## src/rtl/oled_pixel_streamer.sv

```systemverilog
// oled_pixel_streamer: frame sweeper and 4-wire serialiser for a 96x64 RGB565 OLED.
// Each frame is a 6-byte window command header (dc=0) followed by WIDTH*HEIGHT
// 16-bit pixels (dc=1), MSB first, with sclk idling high and data launched on
// its falling edge. The next pixel is prefetched while the current one shifts.
// Optional build macro: STREAMER_TEST_PATTERN_EN replaces the renderer data
// with a white border / black interior test frame.
module oled_pixel_streamer #(
  parameter int unsigned WIDTH     = 96,
  parameter int unsigned HEIGHT    = 64,
  parameter int unsigned CLK_DIV   = 2,   // clk25 cycles per sclk half-period, >= 1
  parameter int unsigned FRAME_GAP = 16   // cs_n-high cycles between frames, >= 1
) (
  input  logic        clk25,
  input  logic        rst_n,
  input  logic        enable,
  output logic [12:0] pixel_index,
  input  logic [15:0] pixel_data,
  output logic        frame_begin,
  output logic        busy,
  output logic        cs_n,
  output logic        sclk,
  output logic        sdin,
  output logic        dc
);

  localparam int unsigned PIX_W  = 13;
  localparam int unsigned NPIX   = WIDTH * HEIGHT;
  localparam int unsigned DIV_W  = $clog2(CLK_DIV + 1);
  localparam int unsigned GAP_W  = $clog2(FRAME_GAP + 2);

  localparam logic [1:0] S_IDLE = 2'd0;
  localparam logic [1:0] S_CMD  = 2'd1;
  localparam logic [1:0] S_PIX  = 2'd2;
  localparam logic [1:0] S_GAP  = 2'd3;

  logic [1:0]       state_q, state_d;
  logic [DIV_W-1:0] div_q, div_d;
  logic [3:0]       bit_q, bit_d;
  logic [2:0]       byte_q, byte_d;
  logic [PIX_W-1:0] pix_q, pix_d;
  logic [PIX_W-1:0] idx_q, idx_d;
  logic [GAP_W-1:0] gap_q, gap_d;
  logic [15:0]      word_q, word_d;
  logic [15:0]      hold_q, hold_d;
  logic [2:0]       fetch_q, fetch_d;
  logic             cs_n_q, cs_n_d;
  logic             sclk_q, sclk_d;
  logic             sdin_q, sdin_d;
  logic             dc_q, dc_d;
  logic             fb_q, fb_d;
  logic             busy_q, busy_d;

  logic [15:0]      cap_word_c;
  logic [15:0]      cur_word_c;
  logic [7:0]       first_byte_c;
  logic [7:0]       next_byte_c;
  logic [PIX_W-1:0] pix_start_c;
  logic [PIX_W-1:0] idx_next_c;

  // Window-set header: column range 0..WIDTH-1, row range 0..HEIGHT-1.
  function automatic logic [7:0] hdr_byte(input logic [2:0] b);
    case (b)
      3'd0:    return 8'h15;
      3'd1:    return 8'h00;
      3'd2:    return 8'(WIDTH - 1);
      3'd3:    return 8'h75;
      3'd4:    return 8'h00;
      3'd5:    return 8'(HEIGHT - 1);
      default: return 8'h00;
    endcase
  endfunction

`ifdef STREAMER_TEST_PATTERN_EN
  // Border test pattern computed from the index being fetched.
  logic [PIX_W-1:0] x_c;
  logic             unused_pixel_data_c;
  assign x_c                 = idx_q % PIX_W'(WIDTH);
  assign unused_pixel_data_c = ^pixel_data;
  assign cap_word_c = (idx_q < PIX_W'(WIDTH) || idx_q >= PIX_W'(NPIX - WIDTH) ||
                       x_c == '0 || x_c == PIX_W'(WIDTH - 1)) ? 16'hFFFF : 16'h0000;
`else
  assign cap_word_c = pixel_data;
`endif

  // Next-state and output decode.
  always_comb begin
    state_d = state_q;
    div_d   = div_q;
    bit_d   = bit_q;
    byte_d  = byte_q;
    pix_d   = pix_q;
    idx_d   = idx_q;
    gap_d   = gap_q;
    word_d  = word_q;
    hold_d  = fetch_q[2] ? cap_word_c : hold_q;
    fetch_d = {fetch_q[1:0], 1'b0};
    cs_n_d  = cs_n_q;
    sclk_d  = sclk_q;
    sdin_d  = sdin_q;
    dc_d    = dc_q;
    fb_d    = 1'b0;
    busy_d  = busy_q;

    first_byte_c = hdr_byte(3'd0);
    next_byte_c  = hdr_byte(byte_q + 3'd1);
    cur_word_c   = (state_q == S_CMD) ? {8'h00, hdr_byte(byte_q)} : word_q;
    pix_start_c  = (state_q == S_CMD) ? '0 : pix_q + PIX_W'(1);
    idx_next_c   = pix_start_c + PIX_W'(1);

    case (state_q)
      S_IDLE: begin
        idx_d = '0;
        if (enable) begin
          state_d    = S_CMD;
          fb_d       = 1'b1;
          busy_d     = 1'b1;
          cs_n_d     = 1'b0;
          sclk_d     = 1'b0;
          dc_d       = 1'b0;
          sdin_d     = first_byte_c[7];
          div_d      = '0;
          bit_d      = 4'd7;
          byte_d     = 3'd0;
          pix_d      = '0;
          fetch_d[0] = 1'b1;
        end
      end
      S_CMD, S_PIX: begin
        if (div_q != DIV_W'(CLK_DIV - 1)) begin
          div_d = div_q + DIV_W'(1);
        end else if (!sclk_q) begin
          sclk_d = 1'b1;
          div_d  = '0;
        end else begin
          div_d = '0;
          if (bit_q != 4'd0) begin
            bit_d  = bit_q - 4'd1;
            sclk_d = 1'b0;
            sdin_d = cur_word_c[bit_q - 4'd1];
          end else if (state_q == S_CMD && byte_q != 3'd5) begin
            byte_d = byte_q + 3'd1;
            bit_d  = 4'd7;
            sclk_d = 1'b0;
            sdin_d = next_byte_c[7];
          end else if (state_q == S_CMD || pix_q != PIX_W'(NPIX - 1)) begin
            // Word boundary: load prefetched pixel and launch the next fetch.
            state_d    = S_PIX;
            word_d     = hold_q;
            sdin_d     = hold_q[15];
            dc_d       = 1'b1;
            bit_d      = 4'd15;
            sclk_d     = 1'b0;
            pix_d      = pix_start_c;
            idx_d      = (idx_next_c == PIX_W'(NPIX)) ? '0 : idx_next_c;
            fetch_d[0] = 1'b1;
          end else begin
            state_d = S_GAP;
            cs_n_d  = 1'b1;
            sclk_d  = 1'b1;
            sdin_d  = 1'b0;
            dc_d    = 1'b0;
            busy_d  = 1'b0;
            gap_d   = '0;
            bit_d   = '0;
            byte_d  = '0;
            pix_d   = '0;
          end
        end
      end
      S_GAP: begin
        if (gap_q == GAP_W'(FRAME_GAP - 1)) begin
          state_d = S_IDLE;
        end else begin
          gap_d = gap_q + GAP_W'(1);
        end
      end
      default: state_d = S_IDLE;
    endcase
  end

  // State and output registers.
  always_ff @(posedge clk25 or negedge rst_n) begin
    if (!rst_n) begin
      state_q <= S_IDLE;
      div_q   <= '0;
      bit_q   <= '0;
      byte_q  <= '0;
      pix_q   <= '0;
      idx_q   <= '0;
      gap_q   <= '0;
      word_q  <= '0;
      hold_q  <= '0;
      fetch_q <= '0;
      cs_n_q  <= 1'b1;
      sclk_q  <= 1'b1;
      sdin_q  <= 1'b0;
      dc_q    <= 1'b0;
      fb_q    <= 1'b0;
      busy_q  <= 1'b0;
    end else begin
      state_q <= state_d;
      div_q   <= div_d;
      bit_q   <= bit_d;
      byte_q  <= byte_d;
      pix_q   <= pix_d;
      idx_q   <= idx_d;
      gap_q   <= gap_d;
      word_q  <= word_d;
      hold_q  <= hold_d;
      fetch_q <= fetch_d;
      cs_n_q  <= cs_n_d;
      sclk_q  <= sclk_d;
      sdin_q  <= sdin_d;
      dc_q    <= dc_d;
      fb_q    <= fb_d;
      busy_q  <= busy_d;
    end
  end

  assign pixel_index = idx_q;
  assign frame_begin = fb_q;
  assign busy        = busy_q;
  assign cs_n        = cs_n_q;
  assign sclk        = sclk_q;
  assign sdin        = sdin_q;
  assign dc          = dc_q;

endmodule

```

## config.mk

```make
export PLATFORM = sky130hd
export DESIGN_NAME = oled_pixel_streamer
export DESIGN_NICKNAME = d
export VERILOG_FILES = /design/src/rtl/oled_pixel_streamer.sv
export SDC_FILE = /design/constraint.sdc
export NUM_CORES = 1
export LEC_CHECK = 0
export CORE_ASPECT_RATIO = 0.6
export CORE_MARGIN = 1
export CORE_UTILIZATION = 50
export DETAILED_ROUTE_END_ITERATION = 7
export GPL_ROUTABILITY_DRIVEN = 0
export PLACE_DENSITY = 0.76
export SKIP_LAST_GASP = 1
export SLEW_MARGIN = 30
export SYNTH_ARGS = -nofsm -noshare
export SYNTH_HDL_FRONTEND = slang
export SYNTH_SLANG_ARGS = --single-unit
```

## constraint.sdc

```tcl
create_clock -name clk25 -period 3.69 [get_ports clk25]
set_clock_uncertainty 0.2 [all_clocks]
set_input_delay 0.369 -clock clk25 [delete_from_list [all_inputs] [get_ports clk25]]
set_output_delay 0.369 -clock clk25 [all_outputs]
set_load 0.02 [all_outputs]
```

== Word level (Yosys, flattened, before mapping) ==
Index checks and enable logic that the tools add are counted.
Word-level totals
  RAM bits: 0
  register bits after elaboration: 83
  bits in latches: 0
  output and inout bits: 19
  memories: 0
  ROM bits: 0
  word-level logic and storage cells: 155
  input port bits: 19
Operators by class
  reductions and logical operators: 18
  shift operators: 0
  multiply operators: 0
  bitwise operators: 3
  equality and inequality tests: 21
  divide/modulo/power cells: 0
  mux-type cells: 90
  add/subtract/negate cells: 6
  $lt $le $gt $ge: 1
Operators by type and width (number)
  13-bit two-way mux: 13
  13-bit one-hot mux with 2 select lines: 2
  1-bit two-way mux: 35
  5-bit two-way mux: 6
  6-bit AND reduction: 5
  7-bit one-hot mux with 4 select lines: 1
  13-bit by 1-bit adder with 13-bit output (second input constant): 2
  4-bit two-way mux: 6
  3-bit two-way mux: 6
  2-bit != test (second input constant): 9
  16-bit two-way mux: 1
  2-bit two-way mux: 8
  7-bit AND reduction: 2
  13-bit == test (second input constant): 1
  13-bit != test (second input constant): 1
  1-bit one-hot mux with 2 select lines: 6
  5-bit one-hot mux with 2 select lines: 1
  4-bit one-hot mux with 2 select lines: 1
  3-bit by 2-bit == test with 1-bit output (second input constant): 2
  3-bit != test (second input constant): 2
  2-bit one-hot mux with 3 select lines: 1
  3-bit one-hot mux with 2 select lines: 1
  5-bit by 1-bit adder with 5-bit output (second input constant): 1
  5-bit by 4-bit == test with 1-bit output (second input constant): 1
  21 further kinds: 25

== Depth between registers and ports, before layout ==
Gate-level depths: netlist of the first run.
  depth in word-level cells: 11
  gate-level depth with buffers: 14
  mapped depth without buffers: 11

== Worst setup path before layout of the first run ==
No wires, ideal clock.
  kind: register -> register
  from: register bit_q[0]
  to: register pix_q[2]
  stages on the path, launching flop included: 15
  path buffers: 4
  library setup time: 0.092 ns
  arrival time: 2.583 ns
  required time: 3.398 ns
  slack: 0.815 ns
  period minus slack after synthesis: 2.875 ns
  cell sequence: dfrtp_1 -> clkbuf_1 -> inv_1 -> ha_1 -> or3b_1 -> buf_2 -> or3_4 -> a21oi_4 -> and3_1 -> buf_6 -> nand2_4 -> buf_6 -> nor2_4 -> o21ai_2 -> o31ai_2
Between the ends
  longest elaborated chain between the ends: 3
Ends and longest elaborated chain
  start, declared: line 38  | logic [3:0] bit_q, bit_d;
  start signal, assigned: line 203  | bit_q <= bit_d;
  4-bit nonzero test: line 136  | if (bit_q != 4'd0) begin
  2-bit != test (no source line)
  6-bit AND reduction (no source line)
  end signal, assigned: line 205  | pix_q <= pix_d;
  end, declared: line 40  | logic [PIX_W-1:0] pix_q, pix_d;
No other way between the ends.
A chain may end at the register's enable or synchronous reset.

== Worst setup path after layout of the first run ==
  from: register state_q[0]
  to: register pix_q[7]
Between the ends
  longest elaborated chain between the ends: 8
  elaborated cells between the ends (all ways): 20
  classes of those cells: 7 x eq/ne; 7 x mux; 6 x reduce/logical
Ends and longest elaborated chain
  start, declared: line 36  | logic [1:0] state_q, state_d;
  start signal, assigned: line 201  | state_q <= state_d;
  2-bit by 1-bit == test with 1-bit output
  13-bit two-way mux / 1-bit logical OR (equally long branches): line 107, 145
  13-bit two-way mux: line 145  | end else if (state_q == S_CMD || pix_q != PIX_W'(NPIX - 1)) begin
  13-bit two-way mux: line 140  | end else if (state_q == S_CMD && byte_q != 3'd5) begin
  13-bit two-way mux: line 136
  13-bit two-way mux: line 131  | end else if (!sclk_q) begin
  13-bit two-way mux: line 129  | if (div_q != DIV_W'(CLK_DIV - 1)) begin
  13-bit one-hot mux with 2 select lines: line 110  | case (state_q)
Several ways; a longest one is shown, not always the timed one. The select of a mux whose other input is x is not followed.

==> impl_metrics.json, run 1 <==
{
  "status": "complete, but fails checks",
  "violations": "DRC",
  "antenna_found_initial": 0,
  "nets": 542,
  "critPathRequiredTime_ns": 3.74,
  "cts_tree": "yes",
  "seqPwrFrac_pct": 50.9,
  "clkTransAtPathRegs_ns": 0.06,
  "clockRootBuffer": "clkbuf_16",
  "synth-warning-count": 0,
  "worst-path-buf-inv": 2,
  "routedWlPerCell_um": 16.7,
  "crit_arrival_ns": 3.38,
  "grt_pass1_vias": 3421,
  "power_density_nw_per_um2": 339,
  "clockBufferDepth": 2,
  "finalWorstPathRequiredPeriod_ns": 3.33,
  "std_cell_rows": 26,
  "period_share_pct": 90.1,
  "layout_commonest_cell": "nand2_1",
  "synth_area_per_cell_um2": 9.48,
  "critical_path_class": "flip-flop to flip-flop",
  "syn_inst": 481,
  "ff2ff_setup_slack_ns": 0.36,
  "slew_viol_final": 0,
  "io_pins": 38,
  "r2r-start": "state_q[0]",
  "power.share.switching_pct": 20.7,
  "min-delay-start": "fetch_q[1]",
  "hold_path.class": "flip-flop to flip-flop",
  "hold-path-cell-count": 0,
  "port_buffers": 37,
  "route.detailed.drc": 2,
  "insertion_delay_ns": 0.34,
  "num_vias": 3627,
  "max_freq_mhz": 301,
  "internal-power_uw": 1420,
  "path_max_fanout": 18,
  "ant_nets": 0,
  "synthToLayoutAreaGrowth_pct": 15.8,
  "synth-edff-count": 0,
  "async_reset_ff_share_pct": 100,
  "final_cell_mix": "nand2_1 (96), dfrtp_1 (81), clkdlybuf4s50_1 (36)",
  "r2r_end": "pix_q[7]",
  "syn_area_um2": 4560,
  "ir_worst_vdd_v": 0.000238,
  "cap_violations": 0,
  "grt_use_total_pct": 23.5,
  "routed_wl_um": 10500,
  "vias_per_cell": 5.78,
  "crit_top_cell": "inv_1",
  "drive_gt1_share_pct": 12.8,
  "whs_endpoint": "fetch_q[2]",
  "core_area_um2": 8690,
  "dpl_cell_area_um2": 4980,
  "synth_nets": 512,
  "clock_sinks": 83,
  "die-area_um2": 9520,
  "diodes": 0,
  "drt-initial-drc-count": 320,
  "grt_pass1_wl_um": 17600,
  "dp_hpwl_um": 7530,
  "post-route-cell-area_um2": 5280,
  "die_h_um": 76.0,
  "critical_path.top_delay_family": "simple AND/OR/NAND/NOR gates",
  "grt_max_degree": 72,
  "max_stage_delay_ns": 0.65,
  "first_pass_iters": 7,
  "holdWs_ns": 0.146,
  "fin_tns_setup_ns": 0,
  "synth_cell_types": 66,
  "cp_cell_sequence": "inv_1, ha_1, inv_1, or3_4, a21oi_4, and3_1, nand2_4, a21oi_1, o21ai_1, o31ai_2",
  "die_w_um": 125,
  "worstSetupEndpointType": "flip-flop",
  "slowest_stage": "ha_1",
  "max-slew-margin-rel_pct": 54.8,
  "start_kind": "flip-flop",
  "clockPowerShare_pct": 47.0,
  "p_leak_uw": 0.00239,
  "synth-seq-cells": 83,
  "finalSetupViolCount": 0,
  "ys.flop_type": "dfrtp_1",
  "fillers": 712,
  "rr_worst_depth": 10,
  "numCtsBuffers": 9,
  "postCtsResizedCells": 0,
  "rsz0062_at_grt": "no",
  "worst_slew_pin_slew_ns": 0.678,
  "htreeDepth": 3,
  "start_util_pct": 52.5,
  "hold_viol": 0,
  "overflow": 0,
  "p_comb_share_pct": 2.1,
  "p_sw_uw": 370,
  "ys_seq_area_share_pct": 45.6
}
## power by group through the flow
stage	clock network [uW]	logic, uW	registers, uW
global route	899	42.7	910
floorplan	0	0.147	927
CTS	854	38.8	910
finish	841	37.6	910
global placement	0	36.8	927
detailed placement	0	37.7	927
## cell type report
type / count / area [um^2] / share of cell area (%)
multi-input cells: 351 / 2260 / 42.9
flip-flops and latches: 83 / 2080 / 39.4
repair buffers: 45 / 434 / 8.23
clock buffers: 12 / 256 / 4.86
well taps: 112 / 140 / 2.66
inverters: 21 / 78.8 / 1.49
clock inverters: 4 / 25.0 / 0.474
## metrics by stage
step                      setup WS [ns]  total power (uW)  cells  utilization, %
after detailed placement          0.426               965    611            57.4
after CTS                         0.424              1800    628            60.7
after floorplan                   0.815               927    481               -
final                             0.364              1790    628            60.8
after global routing              0.192              1850    628            60.8
after global placement            0.657               964    611            57.4
## cells in the mapped netlist, types with 7 or more instances
cell,count,area (um^2)
o31ai_1,7,52.6
ha_1,12,150
nor2_1,33,124
xor2_1,9,78.8
o21ai_1,10,50.1
nor3_1,8,40.0
dfrtp_1,81,2030
mux2_2,19,214
inv_1,20,75.1
clkbuf_1,15,56.3
nand3_1,9,45.0
xnor2_1,12,105
a21oi_1,18,90.1
nand2_1,96,360
o21ai_0,23,115
## how the worst max path moves through the flow
stage	start	end	cells after the start
finish	state_q[0]	pix_q[7]	10
global route	state_q[0]	pix_q[7]	10
CTS	state_q[0]	pix_q[7]	10
detailed placement	state_q[0]	pix_q[7]	10
global placement	state_q[0]	pix_q[7]	10
floorplan	bit_q[0]	pix_q[2]	14
## routing by layer
metal / vias to the layer above / GRT usage [%] / part of all wire (%)
met4: 0 / 6.46 / 0.97
met3: 10 / 5.86 / 6.2
met5: - / 0 / 0
li1: 1730 / - / -
met1: 1759 / 36.3 / 51
met2: 128 / 32.2 / 41
## what timing repair did
action | in CTS | in global routing
hold buffers | 1 | 0
buffers inserted | 0 | 0
hold endpoints to repair | 24 | 0
setup endpoints to repair | 0 | 0
## registers in the layout, indices dropped and copies added (netlist names)
register,count
hold_q,16
word_q,16
pix_q,13
pixel_index,13
gap_q,5
bit_q,4
byte_q,3
fetch_q,3
div_q,2
state_q,2
busy,1
cs_n,1
dc,1
frame_begin,1
sclk,1
sdin,1
## cell families (layout without fill, tap and decap cells)
logic type | after synthesis | count (layout) | share of synthesized area (%)
xor gates and xnor gates | 22 | 22 | 4.39
muxes | 27 | 27 | 7.00
AOI/OAI and AO/OA | 98 | 98 | 14.3
adders and majority gates | 12 | 12 | 3.29
DFF | 83 | 83 | 45.6
and+or+nand+nor | 192 | 192 | 20.6
buffers and inverters | 47 | 82 | 4.75
No activity file was read; power rests on OpenSTA's default activity.
==> run 2: changes to the inputs <==
- SKIP_CTS_REPAIR_TIMING: unset -> 1
- clock period: 3.69 -> 4.2 ns (I/O delays scaled with it)
==> run 2 against run 1 <==
The run still ends with DRC left. Critical path type unchanged. Utilization is 0.058 points lower. Largest power group unchanged. First-iteration DRC count is 4.1% lower. Critical endpoint unchanged. Global-route usage is 0.34 points higher.
==> impl_metrics.json, run 2 (synthesized netlist as in run 1, its figures left out) <==
{
  "status": "complete, but fails checks",
  "violations": "DRC",
  "die_h_um": 76.0,
  "core_area_um2": 8690,
  "worst_slack_ns": 0.786,
  "io_pins": 38,
  "max_freq_mhz": 293,
  "grt_max_degree": 53,
  "routedWlPerCell_um": 16.9,
  "cap_violations": 0,
  "grt_pass1_wl_um": 17800,
  "rsz0062_at_grt": "no",
  "reg_top3": "hold_q: 16 flops, word_q: 16 flops",
  "slowest_stage": "ha_1",
  "die_w_um": 125,
  "htreeDepth": 3,
  "dp_hpwl_um": 7470,
  "std_cell_rows": 26,
  "critPathRequiredTime_ns": 4.24,
  "fillers": 716,
  "place_ws_ns": 0.913,
  "die-area_um2": 9520,
  "slew_viol_final": 0,
  "rr_worst_depth": 10,
  "hold_viol": 0,
  "finalSetupViolCount": 0,
  "clockBufferDepth": 2,
  "clock_sinks": 83,
  "port_buffers": 37,
  "first_pass_iters": 7,
  "crit_arrival_ns": 3.46,
  "layout_commonest_cell": "nand2_1",
  "crit_top_cell": "inv_1",
  "max_stage_delay_ns": 0.66,
  "antenna_found_initial": 0,
  "hold-path-cell-count": 0,
  "routed_wl_um": 10600,
  "dpl_cell_area_um2": 4970,
  "p_leak_uw": 0.00238,
  "period_share_pct": 81.3,
  "cp_cell_sequence": "inv_1, ha_1, inv_1, or3_4, a21oi_4, and3_1, nand2_4, a21oi_1, o21ai_1, o31ai_2",
  "numCtsBuffers": 9,
  "clockRootBuffer": "clkbuf_16",
  "grt_use_total_pct": 23.8,
  "ir_worst_vdd_v": 0.000178,
  "max-slew-margin-rel_pct": 52.0,
  "grt_pass1_vias": 3489,
  "num_vias": 3636,
  "regArea_um2": 2080,
  "overflow": 0,
  "insertion_delay_ns": 0.34,
  "path_max_fanout": 18,
  "utilization_pct": 60.7,
  "power_density_nw_per_um2": 306,
  "drive_gt1_share_pct": 12.3,
  "route.detailed.drc": 2,
  "post-route-cell-area_um2": 5270,
  "worst_slew_pin_slew_ns": 0.720,
  "worstSetupEndpointType": "flip-flop",
  "critical_path_class": "flip-flop to flip-flop",
  "layoutNonFillerInstCount": 626,
  "nets": 540,
  "start_util_pct": 52.5,
  "clkTransAtPathRegs_ns": 0.06,
  "synthToLayoutAreaGrowth_pct": 15.6,
  "start_kind": "flip-flop",
  "place_inst": 609,
  "final_cell_mix": "nand2_1 (96), dfrtp_1 (81), clkdlybuf4s50_1 (36)",
  "hold_path.class": "flip-flop to flip-flop",
  "vias_per_cell": 5.81,
  "ant_nets": 0,
  "diodes": 0,
  "fin_tns_setup_ns": 0,
  "drt-initial-drc-count": 307,
  "finalWorstPathRequiredPeriod_ns": 3.41,
  "multi_input_area_um2": 2270,
  "cts_tree": "yes"
}
-- run 2: cell types whose count changed in the layout (fill, tap and decap cells not counted), sizes merged --
| cell | change |
|---|---|
| bufinv | +1 |
| buf | -2 |
| clkbuf | +1 |
| clkinvlp | -2 |
-- run 2: layer usage --
layer	routed length, um	global-route usage, %
met5	0	0
met4	85	6.59
met3	684	6.71
met2	4550	34.0
met1	5280	35.2
-- run 2: report_power, final --
part	switching, uW	total (uW)	internal (uW)
Clock	307	782	475
Combinational	17.3	32.8	15.5
Sequential	0	800	800
Total	324	1610	1290
-- run 2: cell type report --
class	instances	area share [%]
Timing Repair Buffer	43	7.88
Tap cell	112	2.66
Clock buffer	13	4.75
Multi-Input combinational cell	351	43.0
Inverter	21	1.50
Sequential cell	83	39.4
Clock inverter	3	0.759
-- run 2: final timing paths --
check | startpoint | to | slack, ns
max | state_q[0] | pix_q[7] | 0.79
min | fetch_q[0] | fetch_q[1] | 0.15
max reg2reg | state_q[0] | pix_q[7] | 0.79
min reg2reg | fetch_q[0] | fetch_q[1] | 0.15
max in group asynchronous | rst_n | pixel_index[12] | 2.47
min in group asynchronous | rst_n | gap_q[0] | 0.46
-- run 2: worst max-delay path, delay by kind of cell, from the launching register on --
family	cells	cell delay [ns]
AO/OA/AOI/OAI	4	0.61
AND/OR/NAND/NOR	3	1.08
flip-flops	1	0.41
buffers and inverters	2	0.36
adder cells (fa/ha/maj)	1	0.66
-- run 2: through the flow --
step	hold WS [ns]	power, uW
global placement	0.133	847
CTS	-0.0604	1620
finish	0.146	1610
detailed placement	0.135	848
global route	0.170	1670
floorplan	-0.0756	815
==> run 3: changes to the inputs <==
- PLACE_DENSITY: 0.76 -> 0.79
- clock period: 4.2 -> 2.8 ns (I/O delays scaled with it)
==> run 3 against run 2 <==
The flow still finishes with violations (DRC). Setup slack lost 0.74 ns. Power grew 52%. Utilization grew 5.5 points. Largest cell class unchanged. Via count grew 6.4%. Highest routed layer unchanged. Final cell count grew 5.1%. Critical path type unchanged.
==> impl_metrics.json, run 3 (synthesized netlist as in run 1, its figures left out) <==
{
  "status": "complete, but fails checks",
  "violations": "DRC",
  "routedWlPerCell_um": 17.9,
  "routed-wl-met2_um": 5120,
  "vias_per_cell": 5.88,
  "finalWorstPathRequiredPeriod_ns": 2.76,
  "nets": 572,
  "routed_wl_um": 11800,
  "die_w_um": 125,
  "wl_met3_um": 1030,
  "min-delay-start": "fetch_q[1]",
  "period_share_pct": 98.4,
  "r2r_end": "pixel_index[0]",
  "worstSetupEndpointType": "flip-flop",
  "slew_viol_final": 0,
  "max_freq_mhz": 363,
  "r2r-start": "state_q[1]",
  "worst_slew_pin_slew_ns": 0.926,
  "regArea_um2": 2080,
  "antenna_found_initial": 0,
  "die-area_um2": 9520,
  "ff2ff_setup_slack_ns": 0.04,
  "place_inst": 637,
  "max_stage_delay_ns": 0.37,
  "clkTransAtPathRegs_ns": 0.06,
  "whs_endpoint": "fetch_q[2]",
  "path_max_fanout": 9,
  "htreeDepth": 3,
  "final_cell_mix": "nand2_1 (96), dfrtp_1 (77), clkdlybuf4s50_1 (36)",
  "drive_gt1_share_pct": 22.9,
  "ant_nets": 0,
  "core_area_um2": 8690,
  "rr_worst_depth": 10,
  "layoutNonFillerInstCount": 658,
  "rsz0062_at_grt": "yes",
  "p_leak_uw": 0.00259,
  "finalSetupViolCount": 0,
  "hold-path-cell-count": 0,
  "critical_path_class": "flip-flop to flip-flop",
  "post-route-cell-area_um2": 5750,
  "grt_max_degree": 47,
  "layout_commonest_cell": "nand2_1",
  "die_h_um": 76.0,
  "grt_pass1_vias": 3701,
  "drt-met1-wl_um": 5380,
  "cap_violations": 0,
  "start_kind": "flip-flop",
  "clockBufferDepth": 2,
  "numCtsBuffers": 9,
  "diodes": 0,
  "cp_cell_sequence": "inv_1, ha_4, buf_4, or3_1, o221ai_4, nand2_1, mux2i_1, nand4_4, nor4_4, o31ai_1",
  "ir_worst_vdd_v": 0.000288,
  "grt_pass1_wl_um": 18800,
  "io_pins": 38,
  "reg_top3": "hold_q: 16 flops, word_q: 16 flops",
  "power_density_nw_per_um2": 426,
  "route.detailed.drc": 5,
  "num_vias": 3870,
  "multi_input_area_um2": 2470,
  "dpl_cell_area_um2": 5180,
  "fillers": 661,
  "first_pass_iters": 7,
  "critPathRequiredTime_ns": 2.83,
  "critical_path.top_delay_family": "simple AND/OR/NAND/NOR gates",
  "clock_sinks": 83,
  "crit_arrival_ns": 2.78,
  "holdWs_ns": 0.151,
  "start_util_pct": 52.5,
  "top_layer": "met4",
  "overflow": 0,
  "dp_hpwl_um": 8070,
  "max-slew-margin-rel_pct": 37.9,
  "hold_path.class": "flip-flop to flip-flop",
  "clockRootBuffer": "clkbuf_16",
  "drt-initial-drc-count": 435,
  "grt_use_total_pct": 25.5,
  "port_buffers": 37,
  "synthToLayoutAreaGrowth_pct": 26.2,
  "std_cell_rows": 26,
  "cts_tree": "yes",
  "slowest_stage": "dfrtp_1",
  "insertion_delay_ns": 0.35,
  "hold_viol": 0,
  "worst-path-buf-inv": 2
}
## run 3: power by group
group	switching, uW	internal [uW]
clock	507	697
sequential	0	1200
combinational	26.4	24.2
## run 3: worst max path at each step
stage	from	end	cells past startpoint
6_report	state_q[1]	pixel_index[0]	10
5_1_grt	pix_q[0]	pixel_index[12]	9
4_1_cts	pix_q[0]	pixel_index[0]	10
3_5_place_dp	pix_q[0]	pixel_index[0]	10
3_3_place_gp	pix_q[0]	pixel_index[0]	10
2_1_floorplan	bit_q[0]	pix_q[2]	14
## run 3: layout make-up
cell class	count	share of cell area (%)
repair buffers	75	11.7
multi-input cells	351	42.9
clock buffers	9	3.91
inverters	21	1.44
flip-flops and latches	83	36.2
well taps	112	2.44
clock inverters	7	1.33
## run 3: routing by layer
metal  track usage [%]  vias up
met4              8.54        0
met5                 0        -
met2              35.6      169
met3              8.40       26
li1                  -     1792
met1              36.9     1883
## run 3: stage by stage
step / TNS [ns] / setup slack (ns) / power, uW / util [%]
6_report: 0 / 0.0440 / 2450 / 66.2
3_5_place_dp: -0.228 / -0.0944 / 1270 / 59.6
2_1_floorplan: -0.00212 / -0.00212 / 1220 / -
4_1_cts: -0.290 / -0.111 / 2470 / 63.1
3_3_place_gp: 0 / 0.0957 / 1270 / 59.6
5_1_grt: -0.222 / -0.0801 / 2530 / 66.2
